**src/rtl/wb_arbiter.sv**
```systemverilog
// Write-back arbiter: three requesters (pipe, lsu, mdu) share one registered register-file write port.
// Optional starvation promotion is enabled by defining WB_ARB_STARVE_EN.
module wb_arbiter #(
  parameter int unsigned STARVE_LIMIT = 4
) (
  input  logic        clk,
  input  logic        rst_n,
  input  logic        pipe_valid,
  input  logic        lsu_valid,
  input  logic        mdu_valid,
  output logic        pipe_ready,
  output logic        lsu_ready,
  output logic        mdu_ready,
  input  logic [4:0]  pipe_rd,
  input  logic [4:0]  lsu_rd,
  input  logic [4:0]  mdu_rd,
  input  logic [31:0] pipe_data,
  input  logic [31:0] lsu_data,
  input  logic [31:0] mdu_data,
  output logic        rf_we,
  output logic [4:0]  rf_waddr,
  output logic [31:0] rf_wdata,
  output logic [15:0] stall_cnt,
  input  logic        stall_clr
);

  if (STARVE_LIMIT < 1 || STARVE_LIMIT > 15) begin : g_bad_limit
    $error("wb_arbiter: STARVE_LIMIT must lie in 1..15");
  end

  // Bit index is the requester number: 0 = pipe, 1 = lsu, 2 = mdu.
  logic [2:0]  valid;
  logic [2:0]  grant;
  logic        handshake;
  logic        deny;
  logic [4:0]  sel_rd;
  logic [31:0] sel_data;

  assign valid = {mdu_valid, lsu_valid, pipe_valid};

`ifdef WB_ARB_STARVE_EN
  localparam logic [3:0] LIMIT = 4'(STARVE_LIMIT);
  logic [3:0] starve_cnt [3];
  logic [2:0] starved;

  always_comb begin
    starved = '0;
    for (int unsigned i = 0; i < 3; i++)
      starved[i] = valid[i] && (starve_cnt[i] >= LIMIT);
  end

  always_ff @(posedge clk or negedge rst_n) begin
    if (!rst_n) begin
      for (int unsigned i = 0; i < 3; i++) starve_cnt[i] <= '0;
    end else begin
      for (int unsigned i = 0; i < 3; i++) begin
        if (!valid[i] || grant[i])
          starve_cnt[i] <= '0;
        else if (starve_cnt[i] != 4'hF)
          starve_cnt[i] <= starve_cnt[i] + 4'd1;
      end
    end
  end
`endif

  always_comb begin
    grant = '0;
    if (lsu_valid)       grant = 3'b010;
    else if (pipe_valid) grant = 3'b001;
    else if (mdu_valid)  grant = 3'b100;
`ifdef WB_ARB_STARVE_EN
    // Isolate the lowest starved index so it overrides base priority.
    if (|starved) grant = starved & (~starved + 3'd1);
`endif
    if (!rst_n) grant = '0;
  end

  assign pipe_ready = grant[0];
  assign lsu_ready  = grant[1];
  assign mdu_ready  = grant[2];
  assign handshake  = |grant;
  assign deny       = |(valid & ~grant);

  always_comb begin
    sel_rd   = '0;
    sel_data = '0;
    unique case (1'b1)
      grant[0]: begin sel_rd = pipe_rd; sel_data = pipe_data; end
      grant[1]: begin sel_rd = lsu_rd;  sel_data = lsu_data;  end
      grant[2]: begin sel_rd = mdu_rd;  sel_data = mdu_data;  end
      default:  ;
    endcase
  end

  always_ff @(posedge clk or negedge rst_n) begin
    if (!rst_n) begin
      rf_we    <= 1'b0;
      rf_waddr <= '0;
      rf_wdata <= '0;
    end else begin
      rf_we <= handshake && (sel_rd != '0);
      if (handshake && (sel_rd != '0)) begin
        rf_waddr <= sel_rd;
        rf_wdata <= sel_data;
      end
    end
  end

  always_ff @(posedge clk or negedge rst_n) begin
    if (!rst_n)
      stall_cnt <= '0;
    else if (stall_clr)
      stall_cnt <= '0;
    else if (deny && (stall_cnt != '1))
      stall_cnt <= stall_cnt + 16'd1;
  end

endmodule

```
**config.mk**
```make
export PLATFORM = sky130hd
export DESIGN_NAME = wb_arbiter
export DESIGN_NICKNAME = d
export VERILOG_FILES = /design/src/rtl/wb_arbiter.sv
export SDC_FILE = /design/constraint.sdc
export NUM_CORES = 1
export LEC_CHECK = 0
export ABC_CLOCK_PERIOD_IN_PS = 1800
export CORE_MARGIN = 3
export CORE_UTILIZATION = 34
export CTS_CLUSTER_SIZE = 25
export DETAILED_ROUTE_END_ITERATION = 8
export GPL_ROUTABILITY_DRIVEN = 0
export PLACE_DENSITY_LB_ADDON = 0.25
export SETUP_SLACK_MARGIN = 0.3
export SLEW_MARGIN = 20
export SYNTH_ARGS = -nofsm -noshare
export SYNTH_HDL_FRONTEND = slang
export SYNTH_SLANG_ARGS = --single-unit
```
**constraint.sdc**
```tcl
create_clock -name clk -period 1.8 [get_ports clk]
set_input_delay 0.36 -clock clk [delete_from_list [all_inputs] [get_ports clk]]
set_output_delay 0.36 -clock clk [all_outputs]
set_load 0.02 [all_outputs]
```
Yosys cells after proc, flatten, opt, wreduce, memory -nomap -nowiden
Index checks and enable logic that the tools add are counted.
- register bits after elaboration: 54
- latch bits: 0
- bits in writable memories: 0
- ROM bits: 0
- output and inout bits: 57
- logic and storage cells: 22
- memories: 0
- add/sub/neg operators: 1
- multiply operators: 0
- div/mod/pow operators: 0
- $lt $le $gt $ge: 0
- eq/ne operators: 1
- shifts and indexed selects: 0
- muxes and demuxes: 8
- bitwise operators: 2
- reductions and logical operators: 6
- operator list (operator ; count):
    one-hot mux 32 bit (3 select lines) ; 1
    two-way mux 16 bit ; 2
    adder 16 x 1 -> 16 bit, second input constant ; 1
    inequality test 16 bit, second input constant ; 1
    one-hot mux 5 bit (3 select lines) ; 1
    two-way mux 3 bit ; 4
    OR reduction 3 bit ; 2
    nonzero test 5 bit ; 1
    AND 3 bit ; 1
    inverter 3 bit ; 1
    logical AND 1 bit ; 2
    nonzero test 2 bit ; 1

Longest topological paths before layout
- depth in word-level cells: 10
- gate-level depth with buffers: 9
- depth with buffers taken out: 5

Worst setup path before layout
No wires, ideal clock.
- path type: input to register
- start point: in pipe_valid
- end point: reg rf_wdata[0]
- setup time: 0.136 ns
- arrival time: 2.086 ns
- setup slack: -0.422 ns
- stages on the path: 9
- cell sequence: buf_4 > and4bb_1 > buf_6 > a22o_1 > nor4_2 > or3b_1 > buf_6 > buf_12 > mux2i_1
- cells in the longest elaborated chain, start to end: 6
- elaborated cells on any way between the ends: 8
- those cells by class: 5 x mux; 3 x reduce/logical
- RTL lines (item ; RTL line ; source):
    from (decl) ; 8 ; input logic pipe_valid,
    two-way mux 3 bit (*) ; 69 ; else if (pipe_valid) grant = 3'b001;
    two-way mux 3 bit (*) ; 68 ; if (lsu_valid) grant = 3'b010;
    two-way mux 3 bit (*) ; 75 ; if (!rst_n) grant = '0;
    one-hot mux 5 bit (3 select lines) ; 87 ; unique case (1'b1)
    nonzero test 5 bit ; 102 ; if (handshake && (sel_rd != '0)) begin
    logical AND 1 bit ; 102 ;
    to (signal assigned) ; 104 ; rf_wdata <= sel_data;
    to (decl) ; 22 ; output logic [31:0] rf_wdata,
Mark *: on every way between the ends. The rest lies on a longest branch, timed or not.
A chain may end at the register's enable or synchronous reset.

Final worst setup path
- start point: in rst_n
- end point: reg rf_wdata[28]
- cells in the longest elaborated chain, start to end: 4
- elaborated cells on any way between the ends: 6
- those cells by class: 3 x mux; 3 x reduce/logical
- RTL lines (item ; RTL line ; source):
    from (decl) ; 7 ; input logic rst_n,
    two-way mux 3 bit (*) ; 75 ;
    one-hot mux 5 bit (3 select lines) ; 87 ;
    nonzero test 5 bit ; 102 ;
    logical AND 1 bit ; 102 ;
Marks and branches as above.

==> impl_summary.txt <==
----------------------------------------------------
[Run status]
  Result of the run ... finished, violations left
  Failing checks ... negative setup slack

[Power and ir drop]
  Largest voltage drop on the vdd net ... 325.3 uV
  Ratio of total power to cell area ... 604.4 mW/mm^2
  Net switching share of the total power ... 30.07%
  Internal ... 0.002397 W
  Static power due to leakage ... 2.634 nW
  Sum of internal, switching and leakage power ... 0.003428 W
  Combinational share of power ... 35.2%
  Share of total power in the clock network ... 23.4%
  Net Sw Power ... 0.001031 W
  Register share of total power ... 41.5%

[GRT]
  Total global-route track usage ... 20.63%
  Via count of the first global-routing pass ... 3331
  Pin count of the biggest net entering global routing ... 36
  First-pass GRT wire length ... 16.31 mm
  Gr ovfl total ... 0
  Initial antenna violation count ... 0

[Synthesis]
  Number of synthesized flops with an enable pin ... 0
  Share of the synthesized area in the top cell type ... 45.61%
  Fraction of registers with async set/reset ... 100.0%
  Net Count, Synth ... 403
  Cell type with the highest aggregate area in the netlist ... sky130_fd_sc_hd__dfrtp_1
  Cells after synthesis ... 285
  Mapped cell area ... 0.002963 sq mm
  Unique cell type count in the Yosys netlist ... 46
  Syn. warnings ... 0
  Count of state elements after synthesis ... 54
  Top post-synthesis cells by area ... sky130_fd_sc_hd__dfrtp_1 46%, sky130_fd_sc_hd__mux2i_1 11%, sky130_fd_sc_hd__a222oi_1 11%
  Main flop type after synthesis ... sky130_fd_sc_hd__dfrtp_1
  Average instance area after synthesis ... 10.40 sq um
  Register area share after synthesis ... 45.61%

[Critical path]
  Endpoint of the worst-slack reg-to-reg timing path ... stall_cnt[13]$_DFFE_PN0P_
  Number of cells traversed by the worst register-to-register path ... 6
  Slowest cell delay on critical path ... 0.52 ns
  Critical Path Sink Type ... flop
  Required time reported for the critical path endpoint ... 1.97 ns
  Critical Path Source Type ... input pin
  Setup crit end ... rf_wdata[28]$_DFFE_PN0P_
  Critical-path top delay cell ... sky130_fd_sc_hd__or3b_4
  Worst path arrival time ... 2.01 ns
  Max Fanout on Critical Path ... 8
  Cells along the critical path ... buf_8, and2_4, a32o_2, nor4_4, or3b_4, buf_12, mux2i_2
  Setup slack of the worst register-to-register path ... 0.11 ns
  Setup Crit Path Kind ... in2reg
  Critical Path Start ... rst_n
  Launch instance of the worst register-to-register path ... stall_cnt[4]$_DFFE_PN0P_

[Floorplanning]
  Horiz. Die Dim ... 99.35 um
  Rows ... 33
  Die Ht ... 99.35 um
  Total I/O pin count ... 174
  Initial core utilization ... 35.52%
  DIE AREA ... 0.009870 sq mm
  Area of the core ... 0.008341 sq mm

[Cells and area]
  Most frequent standard cell in the layout excluding fill and tap cells ... sky130_fd_sc_hd__clkdlybuf4s50_1
  Commonest non-fill, non-tap cells in the layout ... 102 x sky130_fd_sc_hd__clkdlybuf4s50_1, 54 x sky130_fd_sc_hd__dlygate4sd2_1, 42 x sky130_fd_sc_hd__buf_4
  Area added between synthesis and finish ... 91.43%
  Number of diodes ... 0
  Proportion of layout cells with a drive suffix above 1 ... 26.63%
  Number of nets in the layout ... 624

[Min path]
  Tightest Hold Check Type ... in2async

[Drt]
  WL/cell ... 17.43 um
  Detailed-route wire length ... 10.67 mm
  Vias post-DR ... 3203
  First-pass iteration count of the detailed router ... 6
  Antenna Nets Post-Route ... 0
  DRC marker count from the first detailed-route iteration ... 202
  # DRC ... 0
  Routed vias/inst ... 5.234

[Timing]
  Highest clock frequency the design can meet ... 542.2 MHz
  Final Hold Viols ... 0
  Worst rel slew slack ... 69.60%
  Unrepaired setup endpoints after global routing ... true
  Final worst-path setup slack ... -0.04420 ns
  Final clock period utilization by the worst path ... 102.5%
  Final setup violating endpoints ... 15
  Worst Max-Slew Pin Slew ... 0.4560 ns
  Clock Skew ... 0.004177 ns
  Final worst hold slack ... 0.1800 ns
  Slew Viols, Final ... 0
  Post-layout minimum cycle time ... 1.844 ns

[Clocking]
  Number of H-tree levels ... 2
  Clock slew seen by the registers of the worst setup and hold paths ... 0.10 ns
  Cell at the root of the clock tree ... sky130_fd_sc_hd__clkbuf_8
  Clock tree buffer depth ... 2
  TritonCTS Buffers ... 5
  Clock latency of the later-clocked register in the worst-skew pair ... 0.30 ns
  Clk sinks ... 54
  Hold buffer count at cts ... 0
  CTS tree ... yes

[Placement]
  IO Port Bufs ... 173
  HPWL reported at the end of detailed placement ... 7.772 mm
  Worst setup timing slack at the placement stage ... -0.8142 ns

[Flow run]
  Number of violations of the max-capacitance limit ... 0

----------------------------------------------------
-- timing repair --
item | in CTS | in global routing
pin swaps | 24 | 21
gates resized for setup | 126 | 39
cloned | 3 | 1
setup endpoints to repair | 111 | 59
setup buffers | 15 | 13
-- kinds of logic after synthesis --
kind of cell | Yosys count | synth area share, %
buffers and inverters | 61 | 9.881
AO/OA/AOI/OAI | 62 | 17.65
XOR/XNOR | 9 | 2.661
AND/OR/NAND/NOR | 63 | 11.91
adder cells (fa/ha/maj) | 1 | 0.4222
multiplexers | 35 | 11.87
flip-flops | 54 | 45.61
-- how the worst min path moves through the flow --
| stage | start | to | slack, ns |
|---|---|---|---|
| after floorplan | rst_n | rf_waddr[0]$_DFFE_PN0P_ | 0.06 |
| after global placement | rf_wdata[29]$_DFFE_PN0P_ | rf_wdata[29]$_DFFE_PN0P_ | 0.50 |
| after detailed placement | rf_wdata[25]$_DFFE_PN0P_ | rf_wdata[25]$_DFFE_PN0P_ | 0.52 |
| after CTS | rst_n | rf_waddr[3]$_DFFE_PN0P_ | 0.18 |
| after global routing | rst_n | rf_wdata[16]$_DFFE_PN0P_ | 0.20 |
| final | rst_n | rf_wdata[16]$_DFFE_PN0P_ | 0.18 |
-- cells in the mapped netlist, drive strengths merged, types with 2 or more instances --
cell	instances
and2	2
nor3	5
nand3	7
nor4	5
a222oi	32
nand4	4
mux2i	34
a32o	2
xnor2	9
dfrtp	54
nor2b	3
o21ai	7
a31oi	3
and3	2
nand2	8
a21oi	6
nor2	15
a22o	2
nand3b	2
or2	2
buf	9
a211oi	4
clkbuf	13
inv	39
-- sequential cells by signal (all words and copies together) (netlist names) --
register   flops
rf_waddr       5
stall_cnt     16
rf_we          1
rf_wdata      32
-- per-layer routing --
metal	wire length (um)	part of all wire, %	global-route usage (%)
met5	0	0	0
met4	178	1.7	5.882
met2	5856	55	38.22
met3	760	7.1	5.680
met1	3870	36	22.99
-- power by group through the flow --
stage / logic [W] / registers, W / clock network (W)
floorplan: 0.000369 / 0.00159 / 0
global placement: 0.00114 / 0.00145 / 0
detailed placement: 0.00116 / 0.00145 / 0
CTS: 0.00117 / 0.00142 / 0.000829
global route: 0.00129 / 0.00144 / 0.000873
finish: 0.00121 / 0.00142 / 0.000802
-- cell type report --
class	count	area (sq um)
flip-flops and latches	54	1369
clock inverters	1	30.03
inverters	39	146.4
repair buffers	236	2285
multi-input cells	170	1634
fillers	648	2669
clock buffers	7	76.32
well taps	105	131.4
-- critical path: cells and delay by family --
family,cells,cell delay (ns)
AOI/OAI and AO/OA,1,0.26
and+or+nand+nor,3,0.96
muxes,1,0.14
buffers and inverters,2,0.29
-- metrics by stage --
step | util, % | instance area (sq um) | setup TNS (ns) | cells
2_1_floorplan | - | 3187 | -12.09 | 285
3_3_place_gp | 61.12 | 5097 | -35.84 | 572
5_1_grt | 68.00 | 5672 | -0.9170 | 612
6_report | 68.00 | 5672 | -0.1890 | 612
4_1_cts | 64.82 | 5406 | -1.668 | 598
3_5_place_dp | 61.12 | 5097 | -37.50 | 572
Power figures use the tool's default switching activity.
